File: src/rtl/fifo_access_ctrl.sv
// Shares the FIFO write port between two producers (round-robin) and drains
// its read port to a single valid/ready consumer with one read in flight.
module fifo_access_ctrl #(
    parameter int unsigned DATA_WIDTH = 8,
    parameter int unsigned CNT_WIDTH  = 16
) (
    input  logic                  clk,
    input  logic                  rst,
    input  logic                  req0,
    input  logic [DATA_WIDTH-1:0] data0,
    output logic                  gnt0,
    input  logic                  req1,
    input  logic [DATA_WIDTH-1:0] data1,
    output logic                  gnt1,
    output logic                  fifo_write_en,
    output logic [DATA_WIDTH-1:0] fifo_data_in,
    input  logic                  fifo_full,
    output logic                  fifo_read_en,
    input  logic                  fifo_empty,
    input  logic [DATA_WIDTH-1:0] fifo_data_out,
    output logic                  out_valid,
    output logic [DATA_WIDTH-1:0] out_data,
    input  logic                  out_ready,
    output logic [CNT_WIDTH-1:0]  gnt_cnt0,
    output logic [CNT_WIDTH-1:0]  gnt_cnt1
);

    localparam logic [CNT_WIDTH-1:0] CNT_MAX = {CNT_WIDTH{1'b1}};

    // ptr_q = 0: producer 0 wins a tie, ptr_q = 1: producer 1 wins
    logic                  ptr_q, ptr_d;
    logic [CNT_WIDTH-1:0]  cnt0_q, cnt0_d;
    logic [CNT_WIDTH-1:0]  cnt1_q, cnt1_d;
    logic                  rd_pending_q, rd_pending_d;
    logic                  out_valid_q, out_valid_d;
    logic [DATA_WIDTH-1:0] out_data_q, out_data_d;

    // Write arbitration; grants are forced low while reset is asserted
    always_comb begin
        gnt0         = 1'b0;
        gnt1         = 1'b0;
        fifo_data_in = '0;
        if (rst && !fifo_full) begin
            if (req0 && (!req1 || !ptr_q)) begin
                gnt0 = 1'b1;
            end else if (req1) begin
                gnt1 = 1'b1;
            end
        end
        if (gnt0) begin
            fifo_data_in = data0;
        end else if (gnt1) begin
            fifo_data_in = data1;
        end
        fifo_write_en = gnt0 | gnt1;
    end

    always_comb begin
        ptr_d  = ptr_q;
        cnt0_d = cnt0_q;
        cnt1_d = cnt1_q;
        if (gnt0) begin
            ptr_d = 1'b1;
        end else if (gnt1) begin
            ptr_d = 1'b0;
        end
        if (gnt0 && (cnt0_q != CNT_MAX)) begin
            cnt0_d = cnt0_q + CNT_WIDTH'(1);
        end
        if (gnt1 && (cnt1_q != CNT_MAX)) begin
            cnt1_d = cnt1_q + CNT_WIDTH'(1);
        end
    end

    // Read sequencer: issue, wait one cycle for data_out, then capture
    always_comb begin
        fifo_read_en = rst && !fifo_empty && !rd_pending_q && (!out_valid_q || out_ready);
        rd_pending_d = rd_pending_q;
        out_valid_d  = out_valid_q;
        out_data_d   = out_data_q;
        if (rd_pending_q) begin
            rd_pending_d = 1'b0;
        end
        if (fifo_read_en) begin
            rd_pending_d = 1'b1;
        end
        if (out_valid_q && out_ready) begin
            out_valid_d = 1'b0;
        end
        if (rd_pending_q) begin
            out_valid_d = 1'b1;
            out_data_d  = fifo_data_out;
        end
    end

    always_ff @(posedge clk or negedge rst) begin
        if (!rst) begin
            ptr_q        <= 1'b0;
            cnt0_q       <= '0;
            cnt1_q       <= '0;
            rd_pending_q <= 1'b0;
            out_valid_q  <= 1'b0;
            out_data_q   <= '0;
        end else begin
            ptr_q        <= ptr_d;
            cnt0_q       <= cnt0_d;
            cnt1_q       <= cnt1_d;
            rd_pending_q <= rd_pending_d;
            out_valid_q  <= out_valid_d;
            out_data_q   <= out_data_d;
        end
    end

    assign out_valid = out_valid_q;
    assign out_data  = out_data_q;
    assign gnt_cnt0  = cnt0_q;
    assign gnt_cnt1  = cnt1_q;

endmodule

File: config.mk
export PLATFORM = sky130hd
export DESIGN_NAME = fifo_access_ctrl
export DESIGN_NICKNAME = d
export VERILOG_FILES = /design/src/rtl/fifo_access_ctrl.sv
export SDC_FILE = /design/constraint.sdc
export NUM_CORES = 1
export LEC_CHECK = 0
export BUFFER_PORTS_ARGS = -buffer_cell sky130_fd_sc_hd__buf_2
export CAP_MARGIN = 20
export CORE_MARGIN = 10
export CORE_UTILIZATION = 45
export CTS_CLUSTER_DIAMETER = 150
export DETAILED_ROUTE_END_ITERATION = 8
export HOLD_SLACK_MARGIN = 0.12
export PLACE_DENSITY = 0.84
export SLEW_MARGIN = 15
export SYNTH_ARGS = -nofsm -noshare
export SYNTH_HDL_FRONTEND = slang
export SYNTH_SLANG_ARGS = --single-unit
File: constraint.sdc
create_clock -name clk -period 2.65 [get_ports clk]
set_clock_uncertainty 0.05 [all_clocks]
set_input_delay 0.1325 -clock clk [delete_from_list [all_inputs] [get_ports clk]]
set_output_delay 0.1325 -clock clk [all_outputs]
set_load 0.01 [all_outputs]
After elaboration in Yosys (flattened, before gate mapping). Cells that the tools add are included.

Register bits after elaboration: 43. Output and inout port bits: 53. Logic and storage cells: 41. Input port bits: 31.

Mux-type cells: 12. Bitwise logic cells: 1. Add/subtract/negate cells: 2. Equality and inequality tests: 2. Reduce and logical (&&, ||, !) cells: 18.

Operators with widths (count): adder 16 x 1 -> 16 bit, second input constant (2); != test 16 bit, second input constant (2); 2-to-1 mux 8 bit (2); 2-to-1 mux 1 bit (10); logical AND 1 bit (8); zero test 1 bit (6); nonzero test 2 bit (2); logical OR 1 bit (2); bitwise OR 1 bit (1).

Logic depth before layout (Yosys ltp). Gate-level depths: netlist (run 1).

Word-level depth: 7. Gate-level depth with buffers: 6.

Worst setup path after synthesis (run 1). No wires, ideal clock.

Path kind: reg2reg. Start: register cnt0_q[0] (netlist: gnt_cnt0[0]). End: register cnt0_q[1] (netlist: gnt_cnt0[1]). Period minus slack after synthesis: 1.727 ns. Required time: 2.475 ns. Data arrival time: 1.552 ns. Setup slack: 0.923 ns. Stages on the path, launching flop included: 6. Library setup time: 0.125 ns. Path through: dfrtp_1 -> ha_1 -> and3_1 -> and4_4 -> nor2_1 -> mux2_2.

Word-level cells in the longest chain between the ends: 2.

Ends and longest elaborated chain: from (decl) (RTL line 32) `logic [CNT_WIDTH-1:0] cnt0_q, cnt0_d;`; from (signal assigned) (RTL line 106) `cnt0_q <= cnt0_d;`; branches (longest 2 deep; another with adder 16 x 1 -> 16 bit).

Parallel ways; which one is timed is not known. A chain may end at the register's enable or synchronous reset.

Worst setup path after layout (run 1).
Start: input port rst. End: output port fifo_data_in[3].

Word-level cells in the longest chain between the ends: 4.

Ends and longest elaborated chain: from (decl) (RTL line 8) `input logic rst,`; logical AND 1 bit (*) (RTL line 43) `if (rst && !fifo_full) begin`; 2-to-1 mux 1 bit (RTL line 43); 2-to-1 mux 8 bit (RTL line 52) `end else if (gnt1) begin`; 2-to-1 mux 8 bit (*) (RTL line 50) `if (gnt0) begin`; to (decl) (RTL line 16) `output logic [DATA_WIDTH-1:0] fifo_data_in,`.

Mark *: on every way between the ends. The rest lies on a longest branch, timed or not.

==> metrics, run 1 <==
status=completed; Routed Antenna Nets=0; crit path DAT=2.05 ns; Syn Inst Count=183; Final GP Congestion=0.8561; CTS tree=built; sequential-to-total area share from yosys stat=49.74%; Mean Syn Cell Area=11.82 um^2; Synth-to-Final Area Change=32.39%; Die ar.=0.007981 mm^2; postcts setup bufs=0; final hold vios=0; Buf/Inv on CP=4; #FFs+latches synth=43; FMAX=0.4488 GHz; Via density=5.388; Worst Hold Class=primary input to asynchronous set/reset pin; Worst Setup Path Type=primary input to output pin; initial antenna violation count=0; nature of the critical path endpoint=output pin; DRC viols=0; # nets final=316; Post-CTS Resized=0; CTS clk-pin slew, worst paths=0.08 ns; Setup WS post-layout=0.4221 ns; Boundary Pins=84; Worst Path Required=2.47 ns; mapped cell area=0.002163 mm^2; number of flops mapped to enable cells by yosys=0; H-tree levels=2; CP startpoint kind=primary input; placed instance count=317; Mapped Nets=216; final wirelength=5.759 mm; Top cell by count, worst path=buf_2; post-synth cell types=43; GRT Util Overall=15.05%; max incr delay on CP=0.56 ns; worst reg2reg path depth=5; row count=25; overall power=1.722 mW; Worst Tran Pin Value=0.4868 ns; Max-Cap Viols=0; FF-to-FF Start=gnt_cnt0[0]$_DFFE_PN0P_; TritonRoute pass-1 iters=4; Final Non-Filler Cells=338; Ys Warns=0; CTS root buf=clkbuf_8; remaining global-route overflow=0; Setup-failing EPs final=0; worst vdd ir=0.2844 mV; PD cells=601.3 mW/mm^2; setup slack, reg-to-reg=0.84 ns; FFs w/ async S/R, synth=100.0%; Initial Util=46.11%; ant diodes=0; post-layout min period=2.228 ns; first-pass GRT wire length=9.328 mm; width of the die=89.34 um; CTS Sinks=43; CP Cell Sequence=dlygate4sd3_1 > buf_2 > nand3b_1 > or2_4 > inv_1 > a22o_1 > buf_2; setup_tns=0 ns; WL/cell=17.04 um; Worst R2R End=gnt_cnt0[1]$_DFFE_PN0P_; pre-CTS WS=0.8645 ns; Worst Setup SP=rst; RSZ-0062 raised after global routing=no; via count=1821; max-slew violations=0; worst-skew pair later-pin latency=0.30 ns; DRT iter0 DRCs=71; Hold-fix buffers, CTS=13; Port-buffer cells=83; slowest CP cell=dlygate4sd3_1; dpl hpwl=4.190 mm; Main synth FF type=dfrtp_1; die height=89.34 um; share of cells above drive strength 1=40.14%; Leak Pwr=1.466 nW; clk buf depth=2; vias in the first global route=1900; largest net degree at the start of global routing=41; CORE AREA=0.004692 mm^2; Inserted Clock Buffers=5; cell family with most CP delay=buffers and inverters; crit path max fanout=12; Slew headroom=67.55%; part of the cycle the worst path needs=84.07%
report_power, final:
| group | internal (mW) | leakage (nW) | switching (mW) |
|---|---|---|---|
| clock network | 0.238 | 0.0515 | 0.227 |
| logic | 0.200 | 0.855 | 0.198 |
| registers | 0.752 | 0.559 | 0.108 |
| total | 1.19 | 1.47 | 0.532 |
cell usage in the layout, fill, tap and decap left out, types with 6 or more instances in the layout:
| cell | synthesis | final |
|---|---|---|
| a22o_1 | 8 | 8 |
| and4_1 | 6 | 6 |
| buf_2 | 1 | 83 |
| clkbuf_8 | 0 | 7 |
| dfrtp_1 | 43 | 43 |
| dlygate4sd3_1 | 0 | 13 |
| mux2_2 | 9 | 9 |
| nand2_1 | 9 | 9 |
| nand3_1 | 11 | 11 |
| nand4_1 | 10 | 10 |
| xnor2_1 | 14 | 14 |
| xor2_1 | 11 | 11 |
per-stage QoR:
stage	hold slack (ns)	util, %	cell area [um^2]
floorplan	-0.2131	-	2163
CTS	0.1606	61.04	2864
finish	0.1885	61.04	2864
global route	0.1908	61.04	2864
global placement	-0.08253	56.13	2634
detailed placement	-0.07792	56.13	2634
worst register-to-register path: stages, from the launching register on:
cell and delay (ns):
dfrtp_1 0.43, ha_1 0.24, and3_1 0.20, and4_4 0.23, nor2_1 0.19, mux2_2 0.36
worst max path at each step:
stage                                    endpoint  slack, ns  depth (start not counted)
after CTS                         fifo_data_in[1]       0.45                          7
after global routing              fifo_data_in[6]       0.32                          7
after detailed placement  gnt_cnt1[1]$_DFFE_PN0P_       0.86                          5
after floorplan           gnt_cnt0[1]$_DFFE_PN0P_       0.92                          5
final                             fifo_data_in[3]       0.42                          7
after global placement    gnt_cnt0[1]$_DFFE_PN0P_       0.92                          5
per-layer routing:
| layer | vias to the layer above | track usage [%] | wire length, um |
|---|---|---|---|
| met4 | 0 | 5.058 | 70 |
| li1 | 883 | - | - |
| met2 | 56 | 25.61 | 2996 |
| met5 | - | 0 | 0 |
| met1 | 874 | 17.28 | 2327 |
| met3 | 8 | 5.014 | 365 |
area by class of cell:
| type | instances | area (um^2) |
|---|---|---|
| multi-input combinational | 132 | 1052 |
| timing repair buffer | 97 | 553.0 |
| inverter | 4 | 15.01 |
| fill | 382 | 1828 |
| sequential | 43 | 1076 |
| tap | 54 | 67.56 |
| clock buffer | 8 | 100.1 |
cell usage after synthesis, drive strengths merged, types with 5 or more instances:
cell	count	share of area, %
xor2	11	4.5
nand4	11	3.9
mux2	10	5.4
nand3	11	2.5
and4	7	2.9
a22o	8	3.2
nand2	9	1.6
dfrtp	43	50
nor3	5	1.4
xnor2	14	5.7
logic make-up (layout without fill, tap and decap cells):
| group | Yosys count | after routing | synth area share [%] |
|---|---|---|---|
| buffers and inverters | 8 | 109 | 1.619 |
| AO/OA/AOI/OAI | 22 | 22 | 7.577 |
| multiplexers | 10 | 10 | 5.379 |
| adder cells (fa/ha/maj) | 2 | 2 | 1.157 |
| flip-flops | 43 | 43 | 49.74 |
| XOR/XNOR | 25 | 25 | 10.12 |
| AND/OR/NAND/NOR | 73 | 73 | 24.41 |
registers in the layout, indices dropped and copies added, names as in the netlist:
signal        flops
gnt_cnt0         16
gnt_cnt1         16
out_data          8
out_valid         1
ptr_q             1
rd_pending_q      1
No activity file was read; power rests on OpenSTA's default activity.
==> run 2: changes to the inputs <==
- clock period: 2.65 -> 2.3 ns (I/O delays scaled with it)
==> metrics, run 2 (same netlist as run 1, synthesis figures left out) <==
# nets final=316; Worst Path Required=2.13 ns; Top Layer Used=met4; CTS clk-pin slew, worst paths=0.08 ns; CORE AREA=0.004692 mm^2; most frequent cells in the layout=buf_2 (83), dfrtp_1 (43), xnor2_1 (14); status=completed; Routed Antenna Nets=0; TritonRoute pass-1 iters=4; crit path max fanout=14; max-slew violations=0; Worst Hold Class=primary input to asynchronous set/reset pin; CTS tree=built; nature of the critical path endpoint=output pin; Synth-to-Final Area Change=31.87%; DRT iter0 DRCs=62; dpl hpwl=4.229 mm; met3 wire length=441 um; Die ar.=0.007981 mm^2; via count=1833; ant diodes=0; DRC viols=0; Setup WS post-layout=0.1939 ns; clk buf depth=2; RSZ-0062 raised after global routing=no; Post-Place Cell Area=0.002634 mm^2; Final Non-Filler Cells=338; share of cells above drive strength 1=40.49%; H-tree levels=2; WL/cell=16.31 um; Worst Tran Pin Value=0.4775 ns; most common cell after layout, fill and taps aside=buf_2; Setup-failing EPs final=0; worst vdd ir=0.3677 mV; CTS Sinks=43; Worst Setup Path Type=primary input to output pin; setup slack, reg-to-reg=0.51 ns; Boundary Pins=84; Final GP Congestion=0.8612; CTS root buf=clkbuf_8; setup_tns=0 ns; Slew headroom=68.17%; placed instance count=317; pre-CTS WS=0.5096 ns; crit path DAT=1.94 ns; first-pass GRT wire length=9.004 mm; FMAX=0.4748 GHz; final hold slack=0.1638 ns; design area=0.002853 mm^2; PD cells=668.6 mW/mm^2; Inserted Clock Buffers=5; Via density=5.423; die height=89.34 um; post-layout min period=2.106 ns; largest net degree at the start of global routing=41; remaining global-route overflow=0; Max-Cap Viols=0; final wirelength=5.514 mm; CP startpoint kind=primary input; Initial Util=46.11%; final hold vios=0; metal2 WL=2.820 mm; part of the cycle the worst path needs=91.57%; # fillers=400; initial antenna violation count=0; M1 WL=2.211 mm; Port-buffer cells=83; worst-skew pair later-pin latency=0.30 ns; width of the die=89.34 um; Leak Pwr=1.446 nW; GRT Util Overall=14.25%; row count=25; vias in the first global route=1848
run 2: cell count changes in the layout (fill, tap and decap cells not counted), sizes merged:
cell / before / now
clkbuf: 8 / 6
clkinv: 0 / 1
clkinvlp: 0 / 2
inv: 4 / 3
run 2: power breakdown:
group          leakage [nW]  internal, mW  switching [mW]
Sequential            0.559         0.867           0.123
Clock                0.0412         0.212           0.251
Combinational         0.846         0.229           0.225
run 2: metal layers:
layer / vias up / track usage (%)
li1: 886 / -
met1: 879 / 17.16
met2: 61 / 24.09
met3: 7 / 4.649
met4: 0 / 3.179
met5: - / 0
run 2: final timing paths:
check	from	endpoint	depth (start not counted)
max	rst	fifo_data_in[0]	7
min	rst	gnt_cnt0[12]$_DFFE_PN0P_	2
max reg2reg	gnt_cnt0[0]$_DFFE_PN0P_	gnt_cnt0[1]$_DFFE_PN0P_	5
min reg2reg	gnt_cnt0[15]$_DFFE_PN0P_	gnt_cnt0[15]$_DFFE_PN0P_	1
max in group asynchronous	rst	gnt_cnt1[10]$_DFFE_PN0P_	3
min in group clk	fifo_full	gnt_cnt0[13]$_DFFE_PN0P_	5
run 2: area by class of cell:
| class | instances | area (um^2) | share of cell area [%] |
|---|---|---|---|
| clock buffers | 6 | 72.57 | 2.544 |
| clock inverters | 2 | 12.51 | 0.4386 |
| inverters | 4 | 18.77 | 0.6579 |
| multi-input cells | 132 | 1052 | 36.89 |
| flip-flops and latches | 43 | 1076 | 37.72 |
| well taps | 54 | 67.56 | 2.368 |
| repair buffers | 97 | 553.0 | 19.39 |
run 2: what timing repair did:
| item | in CTS | in global routing |
|---|---|---|
| setup buffers | 0 | 0 |
| gates resized for setup | 0 | 1 |
| hold endpoints to repair | 54 | 0 |
| hold buffers | 13 | 0 |
| setup endpoints to repair | 0 | 8 |
run 2: metrics by stage:
step,power (mW),utilization (%)
2_1_floorplan,1.221,-
3_3_place_gp,1.428,56.13
3_5_place_dp,1.452,56.13
4_1_cts,1.934,60.72
5_1_grt,2.034,60.80
6_report,1.907,60.80
run 2: critical path, cell delays in order:
cell and delay (ns):
dlygate4sd3_1 0.55, buf_2 0.20, and3b_1 0.20, nand2_1 0.15
inv_1 0.37, a22o_1 0.21, buf_2 0.13
==> run 3: changes to the inputs <==
- PLACE_DENSITY: 0.84 -> 0.81
==> metrics, run 3 (same netlist as run 1, synthesis figures left out) <==
status=completed; dpl hpwl=4.240 mm; most common cell after layout, fill and taps aside=buf_2; combinational power share=22.2%; Max-Cap Viols=0; Routed Antenna Nets=0; part of the cycle the worst path needs=93.42%; Worst Hold Class=primary input to flop; Via density=5.274; Final Non-Filler Cells=340; share of cells above drive strength 1=40.21%; CTS clk-pin slew, worst paths=0.08 ns; crit path DAT=1.98 ns; most frequent cells in the layout=buf_2 (83), dfrtp_1 (43), dlygate4sd3_1 (15); # nets final=318; largest net degree at the start of global routing=42; die height=89.34 um; first-pass GRT wire length=8.825 mm; Die ar.=0.007981 mm^2; CP startpoint kind=primary input; nature of the critical path endpoint=output pin; Worst R2R End=gnt_cnt1[1]$_DFFE_PN0P_; Initial Util=46.11%; remaining global-route overflow=0; max-slew violations=0; CTS tree=built; Worst Setup Path Type=primary input to output pin; setup slack, reg-to-reg=0.47 ns; clk buf depth=2; Worst Setup SP=fifo_full; DRC viols=0; FMAX=0.4654 GHz; Inserted Clock Buffers=5; Setup WS post-layout=0.1513 ns; worst vdd ir=0.4256 mV; final wirelength=5.540 mm; Int Pwr=1.457 mW; H-tree levels=2; PD cells=713.2 mW/mm^2; worst reg2reg path depth=5; Sw Ratio=29.66%; postcts setup bufs=0; design area=0.002905 mm^2; sequential group share of total power=47.8%; post-layout min period=2.149 ns; pre-CTS WS=0.4954 ns; Post-CTS Resized=0; crit path max fanout=12; CTS Sinks=43; Synth-to-Final Area Change=34.30%; final hold vios=0; WL/cell=16.29 um; ant diodes=0; Leak Pwr=1.486 nW; vias in the first global route=1866; row count=25; final hold slack=0.2505 ns; hold path cells=4; Final GP Congestion=0.8594; initial antenna violation count=0; Post-Place Cell Area=0.002634 mm^2; CTS root buf=clkbuf_8; CORE AREA=0.004692 mm^2; Core Util, Final=61.92%; setup_tns=0 ns; placed instance count=317; RSZ-0062 raised after global routing=no; Worst Path Required=2.13 ns; Port-buffer cells=83; overall power=2.072 mW; via count=1793; Boundary Pins=84; Hold-fix buffers, CTS=15; Worst Hold Launch=req1; switching pwr=0.6145 mW; worst-skew pair later-pin latency=0.29 ns; GRT Util Overall=14.19%; Setup-failing EPs final=0; Worst Tran Pin Value=0.4850 ns; Slew headroom=67.67%; width of the die=89.34 um; FF-to-FF Start=gnt_cnt1[0]$_DFFE_PN0P_; TritonRoute pass-1 iters=4; clock network power share=30.0%; hold path endpoint=ptr_q$_DFFE_PN0P_; DRT iter0 DRCs=60
-- run 3: cell count changes in the layout (fill, tap and decap cells not counted) --
cell,previous run,this run
clkinvlp_4,2,0
dlygate4sd3_1,13,15
bufinv_16,0,1
clkbuf_1,1,0
clkbuf_8,5,6
clkinv_2,1,0
inv_1,3,4
inv_6,0,1
-- run 3: area by class of cell --
class | instances | area [um^2]
fill | 407 | 1787
sequential | 43 | 1076
multi-input combinational | 132 | 1052
timing repair buffer | 99 | 573.1
clock buffer | 6 | 82.58
tap | 54 | 67.56
clock inverter | 2 | 38.79
inverter | 4 | 15.01
-- run 3: power groups by stage --
| stage | Sequential (mW) | Clock [mW] | Combinational [mW] |
|---|---|---|---|
| after global placement | 0.991 | 0 | 0.436 |
| after global routing | 1.02 | 0.672 | 0.514 |
| after detailed placement | 1.01 | 0 | 0.452 |
| after CTS | 0.992 | 0.641 | 0.472 |
| final | 0.991 | 0.621 | 0.461 |
| after floorplan | 1.03 | 0 | 0.187 |
-- run 3: worst max path at each step --
| stage | end | slack, ns |
|---|---|---|
| floorplan | gnt_cnt0[1]$_DFFE_PN0P_ | 0.57 |
| global placement | gnt_cnt0[1]$_DFFE_PN0P_ | 0.57 |
| detailed placement | gnt_cnt0[1]$_DFFE_PN0P_ | 0.50 |
| CTS | fifo_data_in[1] | 0.15 |
| global route | fifo_data_in[5] | 0.03 |
| finish | fifo_data_in[1] | 0.15 |
-- run 3: routing by layer --
| metal | global-route usage [%] | part of all wire (%) |
|---|---|---|
| met1 | 16.05 | 41 |
| met3 | 4.102 | 5.4 |
| met4 | 5.202 | 1.5 |
| met2 | 24.69 | 52 |
| met5 | 0 | 0 |
-- run 3: worst max-delay path, stage by stage --
cell and delay [ns]:
dlygate4sd3_1 0.54, buf_2 0.13, nand3b_1 0.26, or2_4 0.31, inv_1 0.30, a22o_1 0.19, buf_2 0.13
